File: config.mk
export PLATFORM = sky130hd
export DESIGN_NAME = core_lsu_ctrl
export DESIGN_NICKNAME = d
export VERILOG_FILES = /design/src/rtl/core_lsu_pkg.sv /design/src/rtl/core_lsu_align.sv /design/src/rtl/core_lsu_ctrl.sv
export SDC_FILE = /design/constraint.sdc
export NUM_CORES = 1
export LEC_CHECK = 0
export BUFFER_PORTS_ARGS = -buffer_cell sky130_fd_sc_hd__buf_4
export CORE_ASPECT_RATIO = 1.4
export CORE_UTILIZATION = 51
export CTS_CLUSTER_DIAMETER = 80
export DETAILED_ROUTE_END_ITERATION = 6
export MAX_ROUTING_LAYER = met4
export PLACE_DENSITY = 0.92
export SYNTH_ARGS = -nofsm -noshare
export SYNTH_HDL_FRONTEND = slang
export SYNTH_SLANG_ARGS = --single-unit
export TNS_END_PERCENT = 100
File: constraint.sdc
create_clock -name i_clk -period 3.5 [get_ports i_clk]
set_clock_uncertainty 0.2 [all_clocks]
set_input_delay 0.175 -clock i_clk [delete_from_list [all_inputs] [get_ports i_clk]]
set_output_delay 0.175 -clock i_clk [all_outputs]
set_load 0.05 [all_outputs]
File: src/rtl/core_lsu_pkg.sv
// Shared types and constants for the load/store unit controller.
// The optional bus watchdog is enabled with the LSU_TIMEOUT_EN macro.
package core_lsu_pkg;

  typedef enum logic [1:0] {
    ST_IDLE = 2'b00,
    ST_REQ  = 2'b01,
    ST_WAIT = 2'b10,
    ST_DONE = 2'b11
  } lsu_state_e;

  localparam logic [1:0] SIZE_BYTE = 2'b00;
  localparam logic [1:0] SIZE_HALF = 2'b01;
  localparam logic [1:0] SIZE_WORD = 2'b11;

  localparam int DEFAULT_TIMEOUT_CYCLES = 255;

  // Bytes never fault; the unused 2'b10 encoding is handled like a word.
  function automatic logic is_misaligned(input logic [1:0] size, input logic [1:0] addr_lo);
    logic mis;
    case (size)
      SIZE_BYTE: mis = 1'b0;
      SIZE_HALF: mis = addr_lo[0];
      default:   mis = (addr_lo != 2'b00);
    endcase
    return mis;
  endfunction

endpackage

File: src/rtl/core_lsu_align.sv
// Combinational lane logic: byte enables, store data replication and
// load lane selection with sign/zero extension.
module core_lsu_align
  import core_lsu_pkg::*;
#(
  parameter int XLEN = 32
) (
  input  logic [1:0]      size,
  input  logic [1:0]      addr_lo,
  input  logic            is_unsigned,
  input  logic [XLEN-1:0] wdata,
  input  logic [XLEN-1:0] rdata,
  output logic [3:0]      be,
  output logic [XLEN-1:0] wdata_rep,
  output logic [XLEN-1:0] ld_data
);

  logic [7:0]  byte_lane_s;
  logic [15:0] half_lane_s;

  assign byte_lane_s = rdata[{addr_lo, 3'b000} +: 8];
  assign half_lane_s = rdata[{addr_lo[1], 4'b0000} +: 16];

  // Decode the access size into enables, replicated store data and extended load data
  always_comb begin
    case (size)
      SIZE_BYTE: begin
        be        = 4'b0001 << addr_lo;
        wdata_rep = {(XLEN/8){wdata[7:0]}};
        if (is_unsigned) begin
          ld_data = {{(XLEN-8){1'b0}}, byte_lane_s};
        end else begin
          ld_data = {{(XLEN-8){byte_lane_s[7]}}, byte_lane_s};
        end
      end
      SIZE_HALF: begin
        be        = 4'b0011 << addr_lo;
        wdata_rep = {(XLEN/16){wdata[15:0]}};
        if (is_unsigned) begin
          ld_data = {{(XLEN-16){1'b0}}, half_lane_s};
        end else begin
          ld_data = {{(XLEN-16){half_lane_s[15]}}, half_lane_s};
        end
      end
      default: begin
        be        = 4'hF;
        wdata_rep = wdata;
        ld_data   = rdata;
      end
    endcase
  end

endmodule

File: src/rtl/core_lsu_ctrl.sv
// Load/store unit controller: IDLE/REQ/WAIT/DONE handshake between the pipeline
// and a simple request/grant bus. Define LSU_TIMEOUT_EN to enable the bus watchdog.
module core_lsu_ctrl
  import core_lsu_pkg::*;
#(
  parameter int XLEN           = 32,
  parameter int TIMEOUT_CYCLES = DEFAULT_TIMEOUT_CYCLES
) (
  input  logic            i_clk,
  input  logic            i_rst,
  input  logic            i_req_valid,
  input  logic            i_req_we,
  input  logic [1:0]      i_req_size,
  input  logic            i_req_unsigned,
  input  logic [XLEN-1:0] i_req_addr,
  input  logic [XLEN-1:0] i_req_wdata,
  output logic            o_stall,
  output logic            o_done,
  output logic [XLEN-1:0] o_ld_data,
  output logic            o_misalign,
  output logic            o_bus_err,
  output logic            o_mem_req,
  output logic            o_mem_we,
  output logic [XLEN-1:0] o_mem_addr,
  output logic [3:0]      o_mem_be,
  output logic [XLEN-1:0] o_mem_wdata,
  input  logic            i_mem_gnt,
  input  logic            i_mem_rvalid,
  input  logic [XLEN-1:0] i_mem_rdata
);

  lsu_state_e      state_r;
  lsu_state_e      next_state_s;
  logic            we_r;
  logic            uns_r;
  logic [1:0]      size_r;
  logic [1:0]      addr_lo_r;
  logic            accept_s;
  logic            misalign_s;
  logic            timeout_s;
  logic            load_ok_s;
  logic [1:0]      al_size_s;
  logic [1:0]      al_addr_lo_s;
  logic            al_uns_s;
  logic [3:0]      al_be_s;
  logic [XLEN-1:0] al_wdata_s;
  logic [XLEN-1:0] al_ld_s;
  logic            done_d_s;
  logic            mem_req_d_s;
  logic            misalign_d_s;
  logic [XLEN-1:0] ld_data_d_s;

  assign accept_s   = (state_r == ST_IDLE) && i_req_valid;
  assign misalign_s = is_misaligned(i_req_size, i_req_addr[1:0]);
  assign load_ok_s  = (state_r == ST_WAIT) && i_mem_rvalid;
  assign o_stall    = i_req_valid && (state_r != ST_DONE);

  // The aligner sees the live request while idle (to build bus fields) and the captured one afterwards
  always_comb begin
    if (state_r == ST_IDLE) begin
      al_size_s    = i_req_size;
      al_addr_lo_s = i_req_addr[1:0];
      al_uns_s     = i_req_unsigned;
    end else begin
      al_size_s    = size_r;
      al_addr_lo_s = addr_lo_r;
      al_uns_s     = uns_r;
    end
  end

  core_lsu_align #(.XLEN(XLEN)) u_align (
    .size        (al_size_s),
    .addr_lo     (al_addr_lo_s),
    .is_unsigned (al_uns_s),
    .wdata       (i_req_wdata),
    .rdata       (i_mem_rdata),
    .be          (al_be_s),
    .wdata_rep   (al_wdata_s),
    .ld_data     (al_ld_s)
  );

  // State register
  always_ff @(posedge i_clk) begin
    if (i_rst) begin
      state_r <= ST_IDLE;
    end else begin
      state_r <= next_state_s;
    end
  end

  // Next-state logic; a real grant or read response wins over a simultaneous timeout
  always_comb begin
    next_state_s = state_r;
    case (state_r)
      ST_IDLE: begin
        if (i_req_valid) begin
          next_state_s = misalign_s ? ST_DONE : ST_REQ;
        end else begin
          next_state_s = ST_IDLE;
        end
      end
      ST_REQ: begin
        if (i_mem_gnt) begin
          next_state_s = we_r ? ST_DONE : ST_WAIT;
        end else if (timeout_s) begin
          next_state_s = ST_DONE;
        end else begin
          next_state_s = ST_REQ;
        end
      end
      ST_WAIT: begin
        if (i_mem_rvalid || timeout_s) begin
          next_state_s = ST_DONE;
        end else begin
          next_state_s = ST_WAIT;
        end
      end
      ST_DONE: next_state_s = ST_IDLE;
      default: next_state_s = ST_IDLE;
    endcase
  end

  // Output decode: next values of the registered outputs, so they line up with the state
  always_comb begin
    done_d_s     = (next_state_s == ST_DONE);
    mem_req_d_s  = (next_state_s == ST_REQ);
    misalign_d_s = accept_s && misalign_s;
    ld_data_d_s  = o_ld_data;
    if (done_d_s) begin
      if (load_ok_s) begin
        ld_data_d_s = al_ld_s;
      end else begin
        ld_data_d_s = {XLEN{1'b0}};
      end
    end else begin
      ld_data_d_s = o_ld_data;
    end
  end

  // Output and request-capture registers
  always_ff @(posedge i_clk) begin
    if (i_rst) begin
      o_done      <= 1'b0;
      o_mem_req   <= 1'b0;
      o_misalign  <= 1'b0;
      o_ld_data   <= {XLEN{1'b0}};
      o_mem_we    <= 1'b0;
      o_mem_addr  <= {XLEN{1'b0}};
      o_mem_be    <= 4'h0;
      o_mem_wdata <= {XLEN{1'b0}};
      we_r        <= 1'b0;
      uns_r       <= 1'b0;
      size_r      <= 2'b00;
      addr_lo_r   <= 2'b00;
    end else begin
      o_done     <= done_d_s;
      o_mem_req  <= mem_req_d_s;
      o_misalign <= misalign_d_s;
      o_ld_data  <= ld_data_d_s;
      if (accept_s) begin
        we_r        <= i_req_we;
        uns_r       <= i_req_unsigned;
        size_r      <= i_req_size;
        addr_lo_r   <= i_req_addr[1:0];
        o_mem_we    <= i_req_we;
        o_mem_addr  <= {i_req_addr[XLEN-1:2], 2'b00};
        o_mem_be    <= al_be_s;
        o_mem_wdata <= al_wdata_s;
      end
    end
  end

`ifdef LSU_TIMEOUT_EN
  logic [31:0] tmo_cnt_r;
  logic        bus_err_d_s;

  assign timeout_s   = ((state_r == ST_REQ) || (state_r == ST_WAIT)) &&
                       (tmo_cnt_r == 32'(TIMEOUT_CYCLES - 1));
  assign bus_err_d_s = timeout_s && (next_state_s == ST_DONE) &&
                       !((state_r == ST_REQ) && i_mem_gnt) && !load_ok_s;

  // Watchdog counter: cleared when a bus access starts, advances while it is outstanding
  always_ff @(posedge i_clk) begin
    if (i_rst) begin
      tmo_cnt_r <= 32'd0;
    end else if (accept_s && !misalign_s) begin
      tmo_cnt_r <= 32'd0;
    end else if ((state_r == ST_REQ) || (state_r == ST_WAIT)) begin
      tmo_cnt_r <= tmo_cnt_r + 32'd1;
    end
  end

  // Bus error flag, valid alongside o_done
  always_ff @(posedge i_clk) begin
    if (i_rst) begin
      o_bus_err <= 1'b0;
    end else begin
      o_bus_err <= bus_err_d_s;
    end
  end
`else
  assign timeout_s = 1'b0;
  assign o_bus_err = 1'b0;
`endif

endmodule
# == Yosys cells after proc, flatten, opt, wreduce, memory -nomap -nowiden ==
# Cells that the tools add are included.
# Widths: inputs -> output; s select.
# classes
n_eq_ne,8
n_reduce_logical,8
mux,16
shifts,4
# ops
operator,n
$pmux 32 s2,2
$mux 32,3
$shiftx 32x6->16,1
$shiftx 32x6->8,1
$mux 2,5
$eq 2x1->1 const B,4
$pmux 2 s4,1
$pmux 4 s2,1
$eq 2x2->1 const B,3
$logic_not 2->1,3
$logic_and 1x1->1,4
$shl 1x2->4 const A,1
$shl 2x2->4 const A,1
$mux 1,3
$ne 2x2->1 const B,1
$pmux 1 s2,1
$reduce_bool 2->1,1
# word_totals
inputBits,105
word_cells,48
register_bits,109
output_inout_bits,106

# == Logic depth before layout (Yosys ltp) ==
# Gate-level depths: netlist of run 1.
# depth
depth_word,6
ltp_mapped,10
mapped_depth_nobuf,6

# == By module ==
# Synthesis of run 1 repeated with hierarchy kept, for this count alone.
# unflattened
hier_cells,671
hier_area_um2,5386.4
# modules_own_cells
mod,seq_area_each_um2,area_per_inst_um2,cells_per_inst,n_inst
core_lsu_ctrl,2182.1,4186.5,487,1
core_lsu_align,0.0,1199.9,184,1

# == Worst setup path after synthesis of run 1 ==
# No wires, ideal clock.
# synth_path
path_kind,register to register
start,reg state_r[0]
end,reg o_ld_data[10]
setup_ps,120
period_less_slack_ps,2225
t_required_ps,3180
path_buffers,3
path_stages_with_launch,10
path_slack_ps,1275
arrival_ps,1905
cell_sequence,dfxtp_1 buf_2 nor2_4 buf_2 mux2i_1 buf_2 o21ai_1 a22oi_1 nor2_1 a211o_1
# synth_between
elab_chain_len,6
word_cells_on_any_way,18
classes_between,5 x eq/ne; 2 x shift; 8 x mux; 3 x reduce/logical
# synth_rtl
element,line_no,source
start: declaration,core_lsu_ctrl.sv:32,lsu_state_e state_r;
start signal: assignment,core_lsu_ctrl.sv:87,state_r <= next_state_s;
$logic_not 2->1,"core_lsu_ctrl.sv:60, core_lsu_ctrl.sv:94",
$mux 2,core_lsu_ctrl.sv:60,if (state_r == ST_IDLE) begin
$shiftx 32x6->16 / $shiftx 32x6->8 (equally long branches),"core_lsu_align.sv:22, core_lsu_align.sv:21",
$mux 32 (on tied branches),"core_lsu_align.sv:39, core_lsu_align.sv:30",
$pmux 32 s2,core_lsu_align.sv:26,case (size)
$mux 32,core_lsu_ctrl.sv:130,if (load_ok_s) begin
end signal: assignment,core_lsu_ctrl.sv:146,o_ld_data <= {XLEN{1'b0}};
end signal: assignment,core_lsu_ctrl.sv:159,o_ld_data <= ld_data_d_s;
end: declaration,core_lsu_ctrl.sv:19,"output logic [XLEN-1:0] o_ld_data,"
# Parallel ways exist; a longest one is shown, timed or not.
# A chain may end at the register's enable or synchronous reset.

# == Final worst setup path of run 1 ==
# layout_path
start,reg state_r[1]
end,reg o_mem_wdata[8]
# layout_between
elab_chain_len,4
word_cells_on_any_way,6
classes_between,1 x eq/ne; 2 x mux; 3 x reduce/logical
# layout_rtl
element,line_no,source
$logic_not 2->1 (*),"core_lsu_ctrl.sv:53, core_lsu_ctrl.sv:60",
$mux 2,core_lsu_ctrl.sv:60,
$eq 2x1->1 / $logic_not 2->1 (equally long branches),core_lsu_align.sv:26,
$pmux 32 s2,core_lsu_align.sv:26,
end signal: assignment,core_lsu_ctrl.sv:150,o_mem_wdata <= {XLEN{1'b0}};
end signal: assignment,core_lsu_ctrl.sv:168,o_mem_wdata <= al_wdata_s;
end: declaration,core_lsu_ctrl.sv:26,"output logic [XLEN-1:0] o_mem_wdata,"
# Every way passes the cells marked *; elsewhere a longest branch is shown, timed or not.

==> flow_summary.rst, run 1 <==
.. list-table::
   :header-rows: 1

   * - Metric
     - Value
   * - Status
     - complete, no violations
   * - Sequential share of the synthesized area
     - 0.461
   * - Number of antenna violations at the first check in global routing
     - 1
   * - Worst setup path category
     - reg -> reg
   * - Min-Delay Path Class
     - in -> reg
   * - Placement row count
     - 41
   * - Worst IR Drop VDD
     - 0.000501 V
   * - Later-pin clock latency in the skew report
     - 350 ps
   * - Clock tree from TritonCTS
     - built
   * - Kind of end point of the critical path
     - flip-flop
   * - Max-cap violation count
     - 0
   * - Worst hold path endpoint
     - o_mem_addr[19]
   * - Post-synthesis cell count
     - 573
   * - Setup repair after global routing missed its margin
     - no
   * - Fraction of final layout cells sized beyond drive strength 1
     - 0.307
   * - Width of the die
     - 83.4 um
   * - Final routed wire length divided by cell count
     - 18.2 um
   * - Total Negative Setup Slacks
     - 0 ps
   * - Clk Tree Root Cell
     - clkbuf_16
   * - Setup Buffers After CTS
     - 0
   * - Number of I/O port buffers
     - 207
   * - CTS max path bufs
     - 2
   * - CP required
     - 3600 ps
   * - Drt pass-1 iters
     - 7
   * - I/O pins
     - 211
   * - Nets
     - 948
   * - Aggregate routed wire length
     - 17400 um
   * - GPL Wtd Cong
     - 0.948
   * - Count of antenna-violating nets left after detailed routing
     - 0
   * - Crit path launch type
     - flip-flop
   * - Total non-filler cell area in the finished layout
     - 7470 sq um
   * - Deepest level of the CTS H-tree
     - 3
   * - Worst hold margin
     - 7.88 ps
   * - Pin count of the biggest net entering global routing
     - 65
   * - Wire length of the first global-routing pass
     - 27000 um
   * - Final setup violating endpoints
     - 0
   * - Count of flip-flops with a built-in enable after synthesis
     - 0
   * - Yosys Warn Count
     - 0
   * - Mean post-synth cell area
     - 8.25 sq um
   * - Via count of the first global-routing pass
     - 5711
   * - Capturing point of the worst reg2reg path
     - o_mem_wdata[8]
   * - Asr flop ratio synth
     - 0
   * - Commonest register cell after synthesis
     - dfxtp_1
   * - Detail Placement HPWL
     - 10700 um
   * - Largest fanout of any net on the critical path
     - 45
   * - Fin. Hold Viols
     - 0
   * - Number of hold-repair buffers added at the cts stage
     - 88
   * - Number of cells on the worst reg-to-reg path
     - 6
   * - Period utilisation layout
     - 0.870
   * - R2R setup slack
     - 450 ps
   * - Leakage power
     - 3.41 nW
   * - Multi-input logic area
     - 2340 sq um
   * - R2r startpoint
     - state_r[1]
   * - Total CTS buffers
     - 9
   * - Cell area reported after detailed placement
     - 6300 sq um
   * - Filler cell count in the final layout
     - 519
   * - Number of gates resized after cts
     - 0
   * - Detailed-route via count
     - 5526
   * - Post-detailed-route via-to-cell ratio
     - 5.78
   * - Clk slew on worst S/H paths
     - 70 ps
   * - Core outline area
     - 9030 sq um
   * - Starting density of the core
     - 0.524
   * - Unique masters post-synth
     - 52
   * - Area used by sequential logic in the layout
     - 2180 sq um
   * - Die Height
     - 116 um
   * - Clock period minus worst slack
     - 3050 ps
   * - Highest achievable clock rate
     - 328 MHz
   * - Global router's overall resource usage
     - 0.366
   * - Mapped Area
     - 4730 sq um
   * - First DRT Iteration DRCs
     - 395
   * - Arrival time at the worst endpoint
     - 3140 ps
   * - GRT Residual Overflow
     - 0
   * - Post-synthesis register bit count
     - 109
   * - Full die area
     - 9670 sq um
   * - Power Dens Cells
     - 516 nW/um^2
   * - Max Transition Viols Final
     - 0
   * - Depth of the worst hold-timing path
     - 2
   * - Hold wc startpoint
     - i_rst
   * - DR DRC count
     - 0
   * - Worst-margin pin slew
     - 756 ps
   * - Relative max-transition margin
     - 0.496
   * - Sink Count
     - 109
   * - Layout Area Growth over Synthesis
     - 57.9%
==> final cells by class <==
| type | instances | share of cell area |
|---|---|---|
| inverters | 3 | 0.00151 |
| repair buffers | 303 | 0.336 |
| multi-input cells | 417 | 0.314 |
| diodes | 1 | 0.000335 |
| clock buffers | 12 | 0.0343 |
| clock inverters | 4 | 0.00402 |
| well taps | 107 | 0.0179 |
| flip-flops and latches | 109 | 0.292 |
==> placed cells by master (no fill, tap or decap), types with 2 or more instances in the layout <==
master,count
buf_4,214
nand2_1,142
dfxtp_1,109
dlygate4sd3_1,88
nor2_1,65
a21oi_1,60
mux2i_1,18
a211oi_1,16
o21ai_0,12
a311oi_1,10
o21ai_2,10
clkbuf_16,9
o221ai_1,8
a22oi_1,8
a211o_1,7
o21ai_1,6
and3_1,5
a21boi_0,3
nor2b_1,3
inv_1,3
conb_1,3
o31ai_2,2
nand2b_1,2
nand3b_1,2
mux2_2,2
a211oi_2,2
nand3_1,2
nor3b_1,2
mux4_2,2
clkbuf_8,2
==> synth_stat cells (5+ instances only) <==
library cell	count	area share
a211o_1	7	0.013
o21ai_1	6	0.0064
nand2_1	143	0.11
a21oi_1	60	0.064
a22oi_1	8	0.013
and3_1	5	0.0066
buf_2	8	0.0085
dfxtp_1	109	0.46
o221ai_1	8	0.015
o21ai_0	12	0.013
buf_4	5	0.0079
a311oi_1	10	0.019
clkbuf_1	27	0.021
mux2i_1	20	0.042
a211oi_1	16	0.025
o21ai_2	10	0.019
nor2_1	65	0.052
==> routing by layer <==
metal | vias to the layer above | wire length, um | track usage
met5 | - | 0 | -
met4 | 0 | 1070 | 0.262
met3 | 93 | 1350 | 0.0691
met2 | 350 | 9020 | 0.651
met1 | 2569 | 5980 | 0.359
li1 | 2514 | - | -
==> per-stage QoR <==
step	setup slack [ps]	util	std cells	total power [mW]
finish	455	0.827	956	3.85
global route	261	0.827	956	4.00
CTS	546	0.827	955	3.81
detailed placement	796	0.697	851	2.75
global placement	930	0.697	851	2.71
floorplan	1280	-	575	2.34
==> flip-flops by register name, summed over array words and instances, names as in the netlist <==
register,cells
o_ld_data,32
o_mem_wdata,32
o_mem_addr,30
o_mem_be,4
addr_lo_r,2
size_r,2
state_r,2
o_done,1
o_mem_req,1
o_misalign,1
uns_r,1
we_r,1
==> cells by family (layout without fill, tap and decap cells) <==
group,after synthesis,in the layout,share of synthesized area
AO/OA/AOI/OAI,154,154,0.220
buffers and inverters,49,322,0.0497
other,1,4,0.000793
flip-flops,109,109,0.461
multiplexers,25,25,0.0598
AND/OR/NAND/NOR,235,235,0.208
==> worst max-delay path, cell delays in order (launching register included) <==
cell           delay, ps
dfxtp_1              420
nor2_4               420
and2_2               730
buf_12               300
nor2_1                60
a311oi_1             260
dlygate4sd3_1        590
==> power by group <==
part	switching [mW]	internal (mW)
Sequential	0.0825	1.36
Combinational	0.910	0.501
Clock	0.476	0.526
Total	1.47	2.39
==> worst max path at each step <==
stage | endpoint | from
2_1_floorplan | o_ld_data[10] | state_r[0]
3_3_place_gp | o_ld_data[20] | state_r[1]
3_5_place_dp | o_ld_data[17] | state_r[1]
4_1_cts | o_mem_wdata[14] | state_r[1]
5_1_grt | o_mem_wdata[8] | state_r[1]
6_report | o_mem_wdata[8] | state_r[1]
No activity file was read; power rests on OpenSTA's default activity.
==> run 2: changes to the inputs <==
- CORE_UTILIZATION: 51 -> 45
- PLACE_DENSITY: 0.92 -> 0.83
==> run 2 against run 1 <==
  * Design area is 0.18% lower
  * Die area is 13% higher
  * Non-clock buffer count is 4 lower
  * Power is 0.24% lower
  * Fmax is 11% higher
  * Routed wire length is 4.3% lower
  * Setup slack better by 300 ps
  * Count of clock-buffer cells in the layout stayed put
  * Critical path depth is 2 higher
  * Sequential power hardly changed
  * Critical path type is now in -> reg
  * Largest power group unchanged
==> flow_summary.rst, run 2 (same netlist as run 1, synthesis figures left out) <==
.. list-table::
   :header-rows: 1

   * - Metric
     - Value
   * - Leakage power
     - 3.38 nW
   * - Drt pass-1 iters
     - 5
   * - Worst path cell trace
     - dlygate4sd3_1, buf_4, or3b_1, and2_1, a211oi_2, nor4b_4, a21oi_4, o21ai_0
   * - Most common cell after layout, fill and taps aside
     - buf_4
   * - Fraction of final layout cells sized beyond drive strength 1
     - 0.307
   * - Setup repair after global routing missed its margin
     - no
   * - Via count of the first global-routing pass
     - 5296
   * - Wire length of the first global-routing pass
     - 25300 um
   * - Nets
     - 944
   * - DR DRC count
     - 0
   * - Largest registers
     - o_ld_data (32), o_mem_wdata (32), o_mem_addr (30)
   * - Post-route worst setup slack
     - 756 ps
   * - Number of I/O port buffers
     - 207
   * - CTS max path bufs
     - 2
   * - Clk Tree Root Cell
     - clkbuf_16
   * - Worst IR Drop VDD
     - 0.000287 V
   * - Later-pin clock latency in the skew report
     - 350 ps
   * - Clock tree from TritonCTS
     - built
   * - Final setup violating endpoints
     - 0
   * - Most Crowded Layer GR
     - met2
   * - Highest achievable clock rate
     - 364 MHz
   * - Number of cells on the worst reg-to-reg path
     - 6
   * - Status
     - complete, no violations
   * - Deepest level of the CTS H-tree
     - 3
   * - Setup Buffers After CTS
     - 0
   * - Number of antenna violations at the first check in global routing
     - 1
   * - Clock period minus worst slack
     - 2740 ps
   * - R2R setup slack
     - 760 ps
   * - Period utilisation layout
     - 0.784
   * - Total CTS buffers
     - 9
   * - Commonest non-fill, non-tap cells in the layout
     - buf_4 (216), nand2_1 (142), dfxtp_1 (109)
   * - Kind of end point of the critical path
     - flip-flop
   * - Arrival time at the worst endpoint
     - 2750 ps
   * - Sink Count
     - 109
   * - Max Transition Viols Final
     - 0
   * - Final routed wire length divided by cell count
     - 17.0 um
   * - Full die area
     - 10900 sq um
   * - Library cell contributing the largest single delay on the critical path
     - dlygate4sd3_1
   * - Fin. Hold Viols
     - 0
   * - Global router's overall resource usage
     - 0.312
   * - Layout Area Growth over Synthesis
     - 57.6%
   * - Min-Delay Path Class
     - in -> reg
   * - Max-cap violation count
     - 0
   * - Total Negative Setup Slacks
     - 0 ps
   * - Worst setup path category
     - in -> reg
   * - Worst Setup Slack post-DPL
     - 814 ps
   * - Capturing point of the worst reg2reg path
     - o_ld_data[18]
   * - Width of the die
     - 88.6 um
   * - Global routing usage on met2
     - 0.528
   * - Detail Placement HPWL
     - 10500 um
   * - Slowest Stage Delay on Critical Path
     - 540 ps
   * - Met1 capacity usage during global routing
     - 0.329
   * - First DRT Iteration DRCs
     - 387
   * - GPL Wtd Cong
     - 0.925
   * - Fraction of met3 tracks used by global routing
     - 0.0628
   * - Relative max-transition margin
     - 0.544
   * - Post-detailed-route via-to-cell ratio
     - 5.40
   * - Placement row count
     - 43
   * - Depth of the worst hold-timing path
     - 3
   * - Count of antenna-violating nets left after detailed routing
     - 0
   * - Largest fanout of any net on the critical path
     - 16
   * - Hold wc startpoint
     - i_mem_rdata[2]
   * - Starting density of the core
     - 0.470
   * - Worst-margin pin slew
     - 676 ps
   * - Clk slew on worst S/H paths
     - 70 ps
   * - Detailed-route via count
     - 5285
   * - GRT Residual Overflow
     - 0
   * - Power Dens Cells
     - 516 nW/um^2
   * - Die Height
     - 123 um
   * - I/O pins
     - 211
   * - Crit path launch type
     - primary input
   * - Worst hold path endpoint
     - o_ld_data[2]
   * - CP required
     - 3500 ps
   * - Core outline area
     - 10100 sq um
   * - Aggregate routed wire length
     - 16700 um
   * - R2r startpoint
     - state_r[1]
   * - Pin count of the biggest net entering global routing
     - 65
==> run 2: power by group <==
group / total (mW) / switching, mW / internal [mW]
clock network: 1.02 / 0.450 / 0.573
logic: 1.38 / 0.891 / 0.491
registers: 1.44 / 0.0794 / 1.36
==> run 2: through the flow <==
step	hold WS [ps]	power [mW]	cell area, sq um	cells	utilization
floorplan	111	2.34	4740	575	-
global placement	222	2.72	6330	880	0.629
detailed placement	230	2.74	6330	880	0.629
CTS	2.68	3.83	7450	978	0.741
global route	15.1	4.00	7450	979	0.741
finish	8.27	3.84	7450	979	0.741
==> run 2: how the worst max path moves through the flow <==
stage | startpoint | end | slack, ps | cells after the start
after floorplan | state_r[0] | o_ld_data[10] | 1280 | 9
after global placement | state_r[1] | o_ld_data[20] | 940 | 6
after detailed placement | state_r[1] | o_ld_data[18] | 810 | 6
after CTS | state_r[1] | o_ld_data[18] | 780 | 6
after global routing | state_r[1] | o_ld_data[18] | 600 | 6
final | i_req_addr[0] | o_ld_data[18] | 760 | 8
==> run 2: cell type report <==
type | count | area [sq um]
timing repair buffer | 299 | 2450
inverter | 3 | 11.3
sequential | 109 | 2180
antenna | 1 | 2.50
fill | 669 | 2610
tap | 135 | 169
clock inverter | 3 | 46.3
clock buffer | 12 | 246
multi-input combinational | 417 | 2340
==> run 2: repair_timing <==
| item | in CTS | in global routing |
|---|---|---|
| hold buffers | 83 | 0 |
| endpoints found under the setup margin | 0 | 0 |
| hold endpoints to repair | 82 | 0 |
| resized for setup | 0 | 0 |
==> run 2: critical path, delay by kind of cell <==
kind	cells	cell delay [ps]
AO/OA/AOI/OAI	3	1070
AND/OR/NAND/NOR	3	820
buffers and inverters	2	670
==> run 2: metal layers <==
| metal | part of all wire | vias to the layer above |
|---|---|---|
| met2 | 0.50 | 300 |
| met1 | 0.37 | 2408 |
| met4 | 0.055 | 0 |
| li1 | - | 2498 |
| met3 | 0.073 | 79 |
| met5 | 0 | - |
==> run 3: changes to the inputs <==
- ABC_AREA: not set -> 1
- PLACE_DENSITY: 0.83 -> 0.82
- clock period: 3.5 -> 2.8 ns (I/O delays scaled with it)
==> run 3 against run 2 <==
  * Sequential share of layout area decreased by 0.97 points
  * Sequential cell count unchanged
  * Final cell count increased by 14%
  * Critical path depth unchanged
  * Power increased by 38%
  * Non-clock buffer count unchanged
  * Area after synthesis increased by 4.3%
  * Die area increased by 4.2%
  * Setup slack got worse by 580 ps
==> flow_summary.rst, run 3 <==
.. list-table::
   :header-rows: 1

   * - Metric
     - Value
   * - Sink Count
     - 109
   * - Detailed-route via count
     - 5962
   * - Slowest Stage Delay on Critical Path
     - 590 ps
   * - Clock tree from TritonCTS
     - built
   * - GRT Residual Overflow
     - 0
   * - Beginning of the critical path
     - state_r[0]
   * - Worst-margin pin slew
     - 533 ps
   * - CTS max path bufs
     - 2
   * - Cell taking the most area after synthesis
     - dfxtp_1
   * - Layout Area Growth over Synthesis
     - 56.4%
   * - I/O pins
     - 211
   * - Max Transition Viols Final
     - 0
   * - Later-pin clock latency in the skew report
     - 350 ps
   * - Post-synthesis cell count
     - 705
   * - Starting density of the core
     - 0.469
   * - Fin. Hold Viols
     - 0
   * - Mean post-synth cell area
     - 6.99 sq um
   * - Nets
     - 1079
   * - Clk Tree Root Cell
     - clkbuf_16
   * - Count of flip-flops with a built-in enable after synthesis
     - 0
   * - R2r startpoint
     - state_r[0]
   * - Fraction of final layout cells sized beyond drive strength 1
     - 0.269
   * - Worst setup path endpoint
     - o_mem_wdata[12]
   * - Count of antenna-violating nets left after detailed routing
     - 0
   * - Filler cell count in the final layout
     - 796
   * - Placement row count
     - 44
   * - Power Dens Cells
     - 685 nW/um^2
   * - Via count of the first global-routing pass
     - 5738
   * - Width of the die
     - 90.5 um
   * - Mapped Area
     - 4930 sq um
   * - Cell occurring most often along the worst timing path
     - a21oi_1
   * - Largest registers
     - o_ld_data (32), o_mem_wdata (32), o_mem_addr (30)
   * - CP required
     - 2840 ps
   * - Worst Setup Slack post-DPL
     - 498 ps
   * - Wire length of the first global-routing pass
     - 28200 um
   * - Yosys Warn Count
     - 0
   * - Commonest register cell after synthesis
     - dfxtp_1
   * - Unique masters post-synth
     - 33
   * - Total chip power
     - 5.29 mW
   * - Number of cells on the worst reg-to-reg path
     - 8
   * - Aggregate routed wire length
     - 17900 um
   * - Worst path cell trace
     - inv_2, nand2_4, nor2_4, clkinv_1, buf_4, a21oi_1, a21oi_1, dlygate4sd3_1
   * - Cell types with the highest counts after synthesis
     - nand2_1 (173), dfxtp_1 (109), nor2_1 (85)
   * - Worst setup path category
     - reg -> reg
   * - Kind of end point of the critical path
     - flip-flop
   * - Post-route worst setup slack
     - 176 ps
   * - Highest achievable clock rate
     - 381 MHz
   * - Global router's overall resource usage
     - 0.321
   * - Status
     - complete, no violations
   * - Final routed wire length divided by cell count
     - 16.1 um
   * - Library cell contributing the largest single delay on the critical path
     - dlygate4sd3_1
   * - Min-Delay Path Class
     - in -> reg
   * - Worst hold margin
     - 6.13 ps
   * - Post-synthesis register bit count
     - 109
   * - Number of I/O port buffers
     - 207
   * - Pin count of the biggest net entering global routing
     - 61
   * - Most common cell after layout, fill and taps aside
     - buf_4
   * - Capturing point of the worst reg2reg path
     - o_mem_wdata[12]
   * - Final setup violating endpoints
     - 0
   * - Drt pass-1 iters
     - 5
   * - Antenna diode instance count
     - 0
   * - Placed Cells
     - 1018
   * - Most common cell in the synthesized netlist
     - nand2_1
   * - Asr flop ratio synth
     - 0
   * - Deepest level of the CTS H-tree
     - 3
   * - Clk slew on worst S/H paths
     - 80 ps
   * - Worst IR Drop VDD
     - 0.000493 V
   * - Commonest non-fill, non-tap cells in the layout
     - buf_4 (215), nand2_1 (173), dfxtp_1 (108)
   * - Largest fanout of any net on the critical path
     - 18
   * - Number of standard cells in the final layout excluding fillers
     - 1117
   * - Full die area
     - 11400 sq um
   * - Post-detailed-route via-to-cell ratio
     - 5.34
   * - Detail Placement HPWL
     - 11000 um
   * - Leakage power
     - 3.72 nW
   * - Area fraction of the dominant cell type after synthesis
     - 0.443
   * - Number of antenna violations at the first check in global routing
     - 0
   * - Clock period minus worst slack
     - 2620 ps
   * - Period utilisation layout
     - 0.937
   * - DR DRC count
     - 0
   * - Total CTS buffers
     - 9
   * - Crit path launch type
     - flip-flop
   * - Relative max-transition margin
     - 0.644
   * - Core outline area
     - 10500 sq um
   * - First DRT Iteration DRCs
     - 302
   * - Die Height
     - 126 um
   * - R2R setup slack
     - 180 ps
   * - Max-cap violation count
     - 0
   * - Sequential share of the synthesized area
     - 0.443
   * - Top cells by area in the synthesized netlist
     - dfxtp_1 (44%), nand2_1 (13%), o21ai_0 (7.5%)
   * - GPL Wtd Cong
     - 0.943
   * - Setup Buffers After CTS
     - 0
   * - Arrival time at the worst endpoint
     - 2660 ps
## run 3: how the worst min path moves through the flow
stage | start | end | slack [ps] | cells past startpoint
detailed placement | i_req_addr[12] | o_mem_addr[12] | 170 | 3
CTS | i_mem_rdata[23] | o_ld_data[23] | 0.5 | 5
global route | i_mem_rdata[19] | o_ld_data[19] | 20 | 5
global placement | i_req_addr[27] | o_mem_addr[27] | 160 | 3
finish | i_mem_rdata[18] | o_ld_data[18] | 6 | 5
floorplan | i_req_addr[10] | o_mem_addr[10] | 70 | 2
## run 3: final cells by class
cell class | count | area (sq um) | share of cell area
Clock inverter | 7 | 81.3 | 0.0105
Timing Repair Buffer | 299 | 2470 | 0.320
Inverter | 59 | 224 | 0.0290
Multi-Input combinational cell | 496 | 2360 | 0.305
Sequential cell | 109 | 2180 | 0.283
Tap cell | 138 | 173 | 0.0224
Clock buffer | 9 | 225 | 0.0292
## run 3: worst max-delay path: cells and delay by family, from the launching register on
family | cells | cell delay [ps]
compound gates | 2 | 370
buf+inv | 4 | 1090
flops | 1 | 360
simple gates | 2 | 470
## run 3: logic make-up (layout without fill, tap and decap cells)
logic type / after synthesis / after routing / synth area share
other: 1 / 3 / 0.000761
flip-flops: 109 / 109 / 0.443
buffers and inverters: 103 / 374 / 0.0865
AO/OA/AOI/OAI: 174 / 174 / 0.191
AND/OR/NAND/NOR: 318 / 319 / 0.279
## run 3: metal layers
metal / share of wire / GRT usage
met1: 0.37 / 0.351
met5: 0 / -
met4: 0.040 / 0.157
met2: 0.52 / 0.548
met3: 0.074 / 0.0688
## run 3: where the power goes
group,internal (mW),switching (mW)
Clock,0.709,0.634
Combinational,0.686,1.42
Sequential,1.73,0.108
Total,3.12,2.16
## run 3: metrics by stage
| step | utilization | instance area [sq um] | TNS (ps) |
|---|---|---|---|
| finish | 0.733 | 7710 | 0 |
| detailed placement | 0.624 | 6560 | 0 |
| global route | 0.733 | 7710 | -0.449 |
| global placement | 0.624 | 6560 | 0 |
| floorplan | - | 4940 | 0 |
| CTS | 0.731 | 7680 | 0 |
## run 3: what timing repair did
item                       CTS  global route
hold endpoints to repair    74             0
hold buffers                82             0
setup endpoints to repair    0             5
gates resized for setup      0             5
